===== src/rtl/mips_pkg.sv =====
// mips_pkg: shared constants and types for the MIPS EX-stage multiplier.
//   WIDTH        operand width (product is 2*WIDTH)
//   CNT_W        iteration counter width, $clog2(WIDTH)+1
//   state_t      sequencing FSM states of mult_hilo_ctrl
//   FUNCT_MULT*  R-type funct codes that launch a multiply
package mips_pkg;

    localparam int WIDTH = 64;
    localparam int CNT_W = $clog2(WIDTH) + 1;

    typedef enum logic [1:0] {
        S_IDLE   = 2'd0,
        S_RUN    = 2'd1,
        S_FIXUP  = 2'd2,
        S_COMMIT = 2'd3
    } state_t;

    localparam logic [5:0] FUNCT_MULT  = 6'h18;
    localparam logic [5:0] FUNCT_MULTU = 6'h19;

endpackage


===== src/rtl/mult_hilo_ctrl_if.sv =====
// mult_hilo_ctrl_if: pipeline <-> multiplier controller signal bundle.
//   master: EX-stage side (issues requests, flush, HI/LO reads; sees status and HI/LO)
//   slave : multiplier controller side
//   req_valid/req_ready/req_signed/req_a/req_b  multiply request handshake
//   flush                                        abort the in-flight op
//   hilo_rd / stall                              MFHI/MFLO interlock
//   busy / done / hi / lo                        status and architectural HI/LO
interface mult_hilo_ctrl_if #(
    parameter int WIDTH = mips_pkg::WIDTH
);

    logic             req_valid;
    logic             req_ready;
    logic             req_signed;
    logic [WIDTH-1:0] req_a;
    logic [WIDTH-1:0] req_b;
    logic             flush;
    logic             hilo_rd;
    logic             stall;
    logic             busy;
    logic             done;
    logic [WIDTH-1:0] hi;
    logic [WIDTH-1:0] lo;

    modport master (
        output req_valid, req_signed, req_a, req_b, flush, hilo_rd,
        input  req_ready, stall, busy, done, hi, lo
    );

    modport slave (
        input  req_valid, req_signed, req_a, req_b, flush, hilo_rd,
        output req_ready, stall, busy, done, hi, lo
    );

endinterface


===== src/rtl/mult_shift_add_step.sv =====
// mult_shift_add_step: registered shift-add datapath for one multiply.
//   clk, reset  clock, asynchronous active-high reset
//   load        capture operand magnitudes and product sign, clear accumulator
//   step        one multiplier bit: acc += mc if mp[0]; mc <<= 1; mp >>= 1
//   negate      two's-complement the full accumulator if the product is negative
//   op_signed   1 = MULT, 0 = MULTU (sampled on load)
//   a, b        multiplicand / multiplier (sampled on load)
//   acc         2*WIDTH-bit accumulator (final product after fix-up)
module mult_shift_add_step #(
    parameter int WIDTH = mips_pkg::WIDTH
) (
    input  logic               clk,
    input  logic               reset,
    input  logic               load,
    input  logic               step,
    input  logic               negate,
    input  logic               op_signed,
    input  logic [WIDTH-1:0]   a,
    input  logic [WIDTH-1:0]   b,
    output logic [2*WIDTH-1:0] acc
);

    logic [2*WIDTH-1:0] mc_q;
    logic [2*WIDTH-1:0] acc_q;
    logic [WIDTH-1:0]   mp_q;
    logic               neg_q;
    logic [WIDTH-1:0]   mag_a;
    logic [WIDTH-1:0]   mag_b;

    // Magnitudes stay WIDTH-bit unsigned: negating the most negative value
    // wraps to 2^(WIDTH-1), which is exactly its magnitude when read unsigned.
    assign mag_a = (op_signed && a[WIDTH-1]) ? (~a + WIDTH'(1)) : a;
    assign mag_b = (op_signed && b[WIDTH-1]) ? (~b + WIDTH'(1)) : b;

    // NOTE: sequential state uses non-blocking assignments so every register
    // samples pre-edge values regardless of statement order.
    always_ff @(posedge clk or posedge reset) begin
        if (reset) begin
            mc_q  <= '0;
            mp_q  <= '0;
            acc_q <= '0;
            neg_q <= 1'b0;
        end else if (load) begin
            mc_q  <= {{WIDTH{1'b0}}, mag_a};
            mp_q  <= mag_b;
            acc_q <= '0;
            neg_q <= op_signed & (a[WIDTH-1] ^ b[WIDTH-1]);
        end else if (step) begin
            if (mp_q[0]) begin
                acc_q <= acc_q + mc_q;
            end
            mc_q <= mc_q << 1;
            mp_q <= mp_q >> 1;
        end else if (negate && neg_q) begin
            // Full-width negate; setting only the top bit would be wrong.
            acc_q <= ~acc_q + (2*WIDTH)'(1);
        end
    end

    assign acc = acc_q;

endmodule


===== src/rtl/mult_hilo_ctrl.sv =====
// mult_hilo_ctrl: sequencing controller for the iterative MULT/MULTU unit.
// Runs IDLE -> RUN (WIDTH cycles) -> FIXUP -> COMMIT -> IDLE, owns the HI/LO
// registers and stalls MFHI/MFLO while a product is in flight.
//   clk    system clock, rising edge
//   reset  asynchronous, active-high; clears all state including HI/LO
//   bus    mult_hilo_ctrl_if.slave: request handshake, flush, hilo_rd/stall,
//          busy, done (one-cycle pulse when HI/LO are written), hi, lo
module mult_hilo_ctrl #(
    parameter int WIDTH = mips_pkg::WIDTH,
    parameter int CNT_W = $clog2(WIDTH) + 1
) (
    input  logic             clk,
    input  logic             reset,
    mult_hilo_ctrl_if.slave  bus
);

    import mips_pkg::*;

    state_t             state_q;
    state_t             state_d;
    logic [CNT_W-1:0]   ctr_q;
    logic [WIDTH-1:0]   hi_q;
    logic [WIDTH-1:0]   lo_q;
    logic [2*WIDTH-1:0] acc;
    logic               load;
    logic               step;
    logic               negate;
    logic               commit;

    mult_shift_add_step #(
        .WIDTH (WIDTH)
    ) u_step (
        .clk       (clk),
        .reset     (reset),
        .load      (load),
        .step      (step),
        .negate    (negate),
        .op_signed (bus.req_signed),
        .a         (bus.req_a),
        .b         (bus.req_b),
        .acc       (acc)
    );

    always_ff @(posedge clk or posedge reset) begin
        if (reset) begin
            state_q <= S_IDLE;
        end else begin
            state_q <= state_d;
        end
    end

    // NOTE: every output of this block gets a default first so no path
    // through the case statement can infer a latch.
    always_comb begin
        state_d = state_q;
        load    = 1'b0;
        step    = 1'b0;
        negate  = 1'b0;
        commit  = 1'b0;
        unique case (state_q)
            S_IDLE: begin
                // Flush beats a simultaneous request.
                if (bus.req_valid && !bus.flush) begin
                    load    = 1'b1;
                    state_d = S_RUN;
                end
            end
            S_RUN: begin
                if (bus.flush) begin
                    state_d = S_IDLE;
                end else begin
                    step = 1'b1;
                    if (ctr_q == CNT_W'(WIDTH - 1)) begin
                        state_d = S_FIXUP;
                    end
                end
            end
            S_FIXUP: begin
                if (bus.flush) begin
                    state_d = S_IDLE;
                end else begin
                    negate  = 1'b1;
                    state_d = S_COMMIT;
                end
            end
            S_COMMIT: begin
                // Past the point of no return: flush is ignored here.
                commit  = 1'b1;
                state_d = S_IDLE;
            end
        endcase
    end

    always_ff @(posedge clk or posedge reset) begin
        if (reset) begin
            ctr_q <= '0;
        end else if (load) begin
            ctr_q <= '0;
        end else if (step) begin
            ctr_q <= ctr_q + CNT_W'(1);
        end
    end

    always_ff @(posedge clk or posedge reset) begin
        if (reset) begin
            hi_q <= '0;
            lo_q <= '0;
        end else if (commit) begin
            {hi_q, lo_q} <= acc;
        end
    end

    assign bus.req_ready = (state_q == S_IDLE);
    assign bus.busy      = (state_q != S_IDLE);
    assign bus.done      = (state_q == S_COMMIT);
    assign bus.stall     = bus.hilo_rd & (state_q != S_IDLE);
    assign bus.hi        = hi_q;
    assign bus.lo        = lo_q;

endmodule

===== src/flat_wrapper.sv =====
// flat-port wrapper written by rule: the top's interface ports become plain ports
module mult_hilo_ctrl_flat import mips_pkg::*;
#(
    parameter int WIDTH = mips_pkg::WIDTH,
    parameter int CNT_W = $clog2(WIDTH) + 1
)
  (clk, reset, bus_req_valid, bus_req_signed, bus_req_a, bus_req_b, bus_flush, bus_hilo_rd, bus_req_ready, bus_stall, bus_busy, bus_done, bus_hi, bus_lo);
  mult_hilo_ctrl_if #(.WIDTH(WIDTH)) bus_i ();
  input  logic clk;
  input  logic reset;
  input wire logic [$bits(bus_i.req_valid)-1:0] bus_req_valid;
  input wire logic [$bits(bus_i.req_signed)-1:0] bus_req_signed;
  input wire logic [$bits(bus_i.req_a)-1:0] bus_req_a;
  input wire logic [$bits(bus_i.req_b)-1:0] bus_req_b;
  input wire logic [$bits(bus_i.flush)-1:0] bus_flush;
  input wire logic [$bits(bus_i.hilo_rd)-1:0] bus_hilo_rd;
  output wire logic [$bits(bus_i.req_ready)-1:0] bus_req_ready;
  output wire logic [$bits(bus_i.stall)-1:0] bus_stall;
  output wire logic [$bits(bus_i.busy)-1:0] bus_busy;
  output wire logic [$bits(bus_i.done)-1:0] bus_done;
  output wire logic [$bits(bus_i.hi)-1:0] bus_hi;
  output wire logic [$bits(bus_i.lo)-1:0] bus_lo;
  assign bus_i.req_valid = bus_req_valid;
  assign bus_i.req_signed = bus_req_signed;
  assign bus_i.req_a = bus_req_a;
  assign bus_i.req_b = bus_req_b;
  assign bus_i.flush = bus_flush;
  assign bus_i.hilo_rd = bus_hilo_rd;
  assign bus_req_ready = bus_i.req_ready;
  assign bus_stall = bus_i.stall;
  assign bus_busy = bus_i.busy;
  assign bus_done = bus_i.done;
  assign bus_hi = bus_i.hi;
  assign bus_lo = bus_i.lo;
  mult_hilo_ctrl #(.WIDTH(WIDTH), .CNT_W(CNT_W)) u_core (.clk(clk), .reset(reset), .bus(bus_i));
endmodule

===== config.mk =====
export PLATFORM = sky130hd
export DESIGN_NAME = mult_hilo_ctrl_flat
export DESIGN_NICKNAME = d
export VERILOG_FILES = /design/src/rtl/mips_pkg.sv /design/src/rtl/mult_hilo_ctrl_if.sv /design/src/rtl/mult_shift_add_step.sv /design/src/rtl/mult_hilo_ctrl.sv /design/src/flat_wrapper.sv
export SDC_FILE = /design/constraint.sdc
export NUM_CORES = 2
export LEC_CHECK = 0
export ABC_AREA = 1
export CAP_MARGIN = 5
export CORE_MARGIN = 2
export CORE_UTILIZATION = 45
export CTS_BUF_LIST = sky130_fd_sc_hd__clkbuf_16
export CTS_CLUSTER_DIAMETER = 120
export DETAILED_ROUTE_END_ITERATION = 16
export PLACE_DENSITY = 0.63
export REMOVE_ABC_BUFFERS = 1
export SLEW_MARGIN = 25
export SYNTH_ARGS = -nofsm -noshare
export SYNTH_HDL_FRONTEND = slang
export SYNTH_SLANG_ARGS = --single-unit

===== constraint.sdc =====
create_clock -name clk -period 17.29 [get_ports clk]
set_input_delay 3.458 -clock clk [delete_from_list [all_inputs] [get_ports clk]]
set_output_delay 3.458 -clock clk [all_outputs]
set_load 0.01 [all_outputs]

==> results.ini <==
[route]
num_vias=46800
met1_length_um=81200
drtPass1Iterations=8
sum_of_met2_wire_segment_lengths_after_detailed_routing_um=74630
ant_nets=0
wl_met3_um=21230
via_per_inst=5.488
drtIter0Drc=5932
route.detailed.drc=0
maxUsedRoutingLayer=met5
final_routed_wirelength_um=183500
wl_per_cell_um=21.52

[synth]
synth_area_mm2=0.04114
synth_async_sr_flop_share_pct=100.0
synth-warning-count=0
synth-edff-count=0
postSynthCellCount=7128
number_of_synthesized_register_bits=458
ys_types=53
sequential_fraction_of_the_synthesis_area_pct=27.86
ys.flop_type=sky130_fd_sc_hd__dfrtp_1
average_size_of_a_mapped_cell_um2=5.772

[power]
finalPower_mw=9.291
static_leakage_power_nw=24.83
power_density_relative_to_cell_area_mw_per_mm2=198.4
worst_ir_drop_vdd_mv=0.09161

[setup_path]
worst_setup_path_class=input port to output pin
critical_path.endpoint_type=output pin
timing.critical_path.cells=clkdlybuf4s50_1 > inv_1 > nor2_1 > clkdlybuf4s50_1
max_stage_delay_ns=0.55
critPathMostFrequentCell=sky130_fd_sc_hd__clkdlybuf4s50_1
timing.rr.start=u_core.state_q[0]
required_ns=13.83
cp.buffers_inverters=3
critPathLaunchType=input port
cp_max_fo=1
cp_launch_point=bus_hilo_rd
critical-path-slowest-cell=sky130_fd_sc_hd__clkdlybuf4s50_1
crit_family=buffers and inverters
arrival_ns=4.59

[status]
run_status=complete, no violations

[die]
floorplan.core_area_mm2=0.09029
chipHeight_um=306.4
die_w_um=306.4
initial_utilization_pct=45.57
core.rowCount=110
design.portCount=266
design.die.area_mm2=0.09386

[timing]
period_needed_ns=8.052
max_slew.worst_pin.slew_ns=1.109
slew_violations=0
grt_setup_unrepaired=false
fin_skew_ns=0.06675
fin_hold_ws_ns=0.4789
final.period_utilization_pct=46.57
fmax_achieved_ghz=0.1242
final.setup.worst_slack_ns=9.238
timing_hold_violations_final=0
setup_violations=0
final.setup.tns_ns=0
slew_headroom_pct=25.52

[grt]
initial_antenna_violation_count=2
first_global_vias=42850
first_pass_grt_wire_length_um=271900
grt_remaining_overflow=0
pin_count_of_the_biggest_net_entering_global_routing=252
track_usage_pct=38.52

[cells_and_area]
total_nets_final=7571
finalCoreUtilization_pct=51.86
drive_above_1_share_pct=2.217
antennaDiodeCount=0
area_growth_pct=13.82

[cts]
clock_latency_ns=0.70
clkSinkCount=458
clock_tree_from_tritoncts=yes
post_cts_resize_count=0
clock_tree.buffer_depth=3
cts-root-buf=sky130_fd_sc_hd__clkbuf_16
cts_inserted_buffers=56
postCtsHoldBufs=0
post_cts.repair.setup_buffers=0
cts_htree_levels=2
register_clock_pin_slew_on_the_reported_worst_setup_and_hold_paths_ns=0.06

[placed_design]
routability_cong=1.069
place_ws_ns=9.229
port-buffer-count=265
hpwl_um=151200

[min_path]
hold_path_startpoint=u_core.bus.lo[30]
holdCritPathClass=flop to flop

[flow_run]
drv.max_cap_violation_count=0

[state kept, by name, indices dropped and copies added, names as in the netlist]
register	count
u_core.u_step.neg_q	1
u_core.u_step.mp_q	64
u_core.u_step.mc_q	128
u_core.state_q	2
u_core.ctr_q	7
u_core.bus.hi	64
u_core.u_step.acc	128
u_core.bus.lo	64
[cell usage after synthesis, types with 24 or more instances]
| library cell | count | share of area, % |
|---|---|---|
| sky130_fd_sc_hd__ha_1 | 131 | 4.0 |
| sky130_fd_sc_hd__clkbuf_1 | 120 | 1.1 |
| sky130_fd_sc_hd__xor2_1 | 162 | 3.4 |
| sky130_fd_sc_hd__nand2_1 | 2601 | 24 |
| sky130_fd_sc_hd__dfrtp_1 | 458 | 28 |
| sky130_fd_sc_hd__a21oi_1 | 233 | 2.8 |
| sky130_fd_sc_hd__inv_1 | 1294 | 12 |
| sky130_fd_sc_hd__nand3_1 | 426 | 5.2 |
| sky130_fd_sc_hd__o22ai_1 | 70 | 1.1 |
| sky130_fd_sc_hd__nand4_1 | 84 | 1.3 |
| sky130_fd_sc_hd__buf_2 | 24 | 0.29 |
| sky130_fd_sc_hd__o21ai_0 | 469 | 5.7 |
| sky130_fd_sc_hd__nor2_1 | 764 | 7.0 |
| sky130_fd_sc_hd__nor3_1 | 68 | 0.83 |
[power by group]
part           switching [mW]  total, mW  internal (mW)
logic                    4.04       5.73           1.68
registers               0.719       2.28           1.56
clock network           0.531       1.29          0.756
total                    5.29       9.29           4.00
[tightest hold or removal path, stage by stage (launching register included)]
cell and delay, ns:
sky130_fd_sc_hd__dfrtp_1 0.34, sky130_fd_sc_hd__nand2_1 0.05, sky130_fd_sc_hd__o21ai_0 0.05
[stage by stage]
| stage | cell area, um^2 | std cells |
|---|---|---|
| 2_1_floorplan | 40470 | 6961 |
| 3_3_place_gp | 44840 | 8423 |
| 3_5_place_dp | 44840 | 8423 |
| 4_1_cts | 46820 | 8528 |
| 5_1_grt | 46830 | 8528 |
| 6_report | 46830 | 8528 |
[cell families (layout without fill, tap and decap cells)]
group,count (synthesis),count (layout),synth area share [%]
XOR/XNOR,184,184,3.917
AND/OR/NAND/NOR,4016,4016,39.30
buffers and inverters,1469,1693,13.52
flip-flops,458,458,27.86
AO/OA/AOI/OAI,869,869,11.37
adder cells (fa/ha/maj),132,132,4.033
[placed cells by master, fill, tap and decap left out, drive strengths merged, types with 2 or more instances in the layout]
cell type,instances
a21oi,233
o211ai,22
dfrtp,458
clkinvlp,6
clkdlybuf4s50,265
nand3,427
nand2,2605
inv,1316
clkinv,18
o21bai,9
a21o,6
xnor2,22
o21ai,483
buf,21
a22oi,3
a31oi,4
nand3b,9
or2,4
o32ai,3
ha,131
bufinv,10
nor3,71
nor4,19
nand4,84
a22o,6
o21a,6
o22ai,71
o31ai,5
clkbuf,57
nor3b,4
o221ai,10
a21boi,4
xor2,162
and2,2
nor2,790
[metal layers]
| metal | vias up | global-route usage [%] |
|---|---|---|
| met5 | - | 0 |
| met4 | 2 | 12.19 |
| met3 | 310 | 8.143 |
| met2 | 2276 | 56.18 |
| met1 | 21770 | 56.41 |
| li1 | 22440 | - |
[final timing paths]
kind                                      endpoint  slack [ns]  cells past startpoint
max reg2reg                  u_core.u_step.acc[81]       12.24                     15
min                              u_core.bus.lo[30]        0.48                      2
max                                      bus_stall        9.24                      4
min in group asynchronous         u_core.bus.lo[7]        3.29                      2
min reg2reg                      u_core.bus.lo[30]        0.48                      2
max in group asynchronous  u_core.u_step.mc_q[124]       11.85                      4
[cell type report]
cell class	count	area, um^2
Fill cell	9696	43460
Multi-Input combinational cell	5201	24150
Sequential cell	458	11460
Inverter	1302	4905
Timing Repair Buffer	286	2848
Tap cell	1176	1471
Clock buffer	57	1426
Clock inverter	48	563.0
Power figures use the tool's default switching activity.
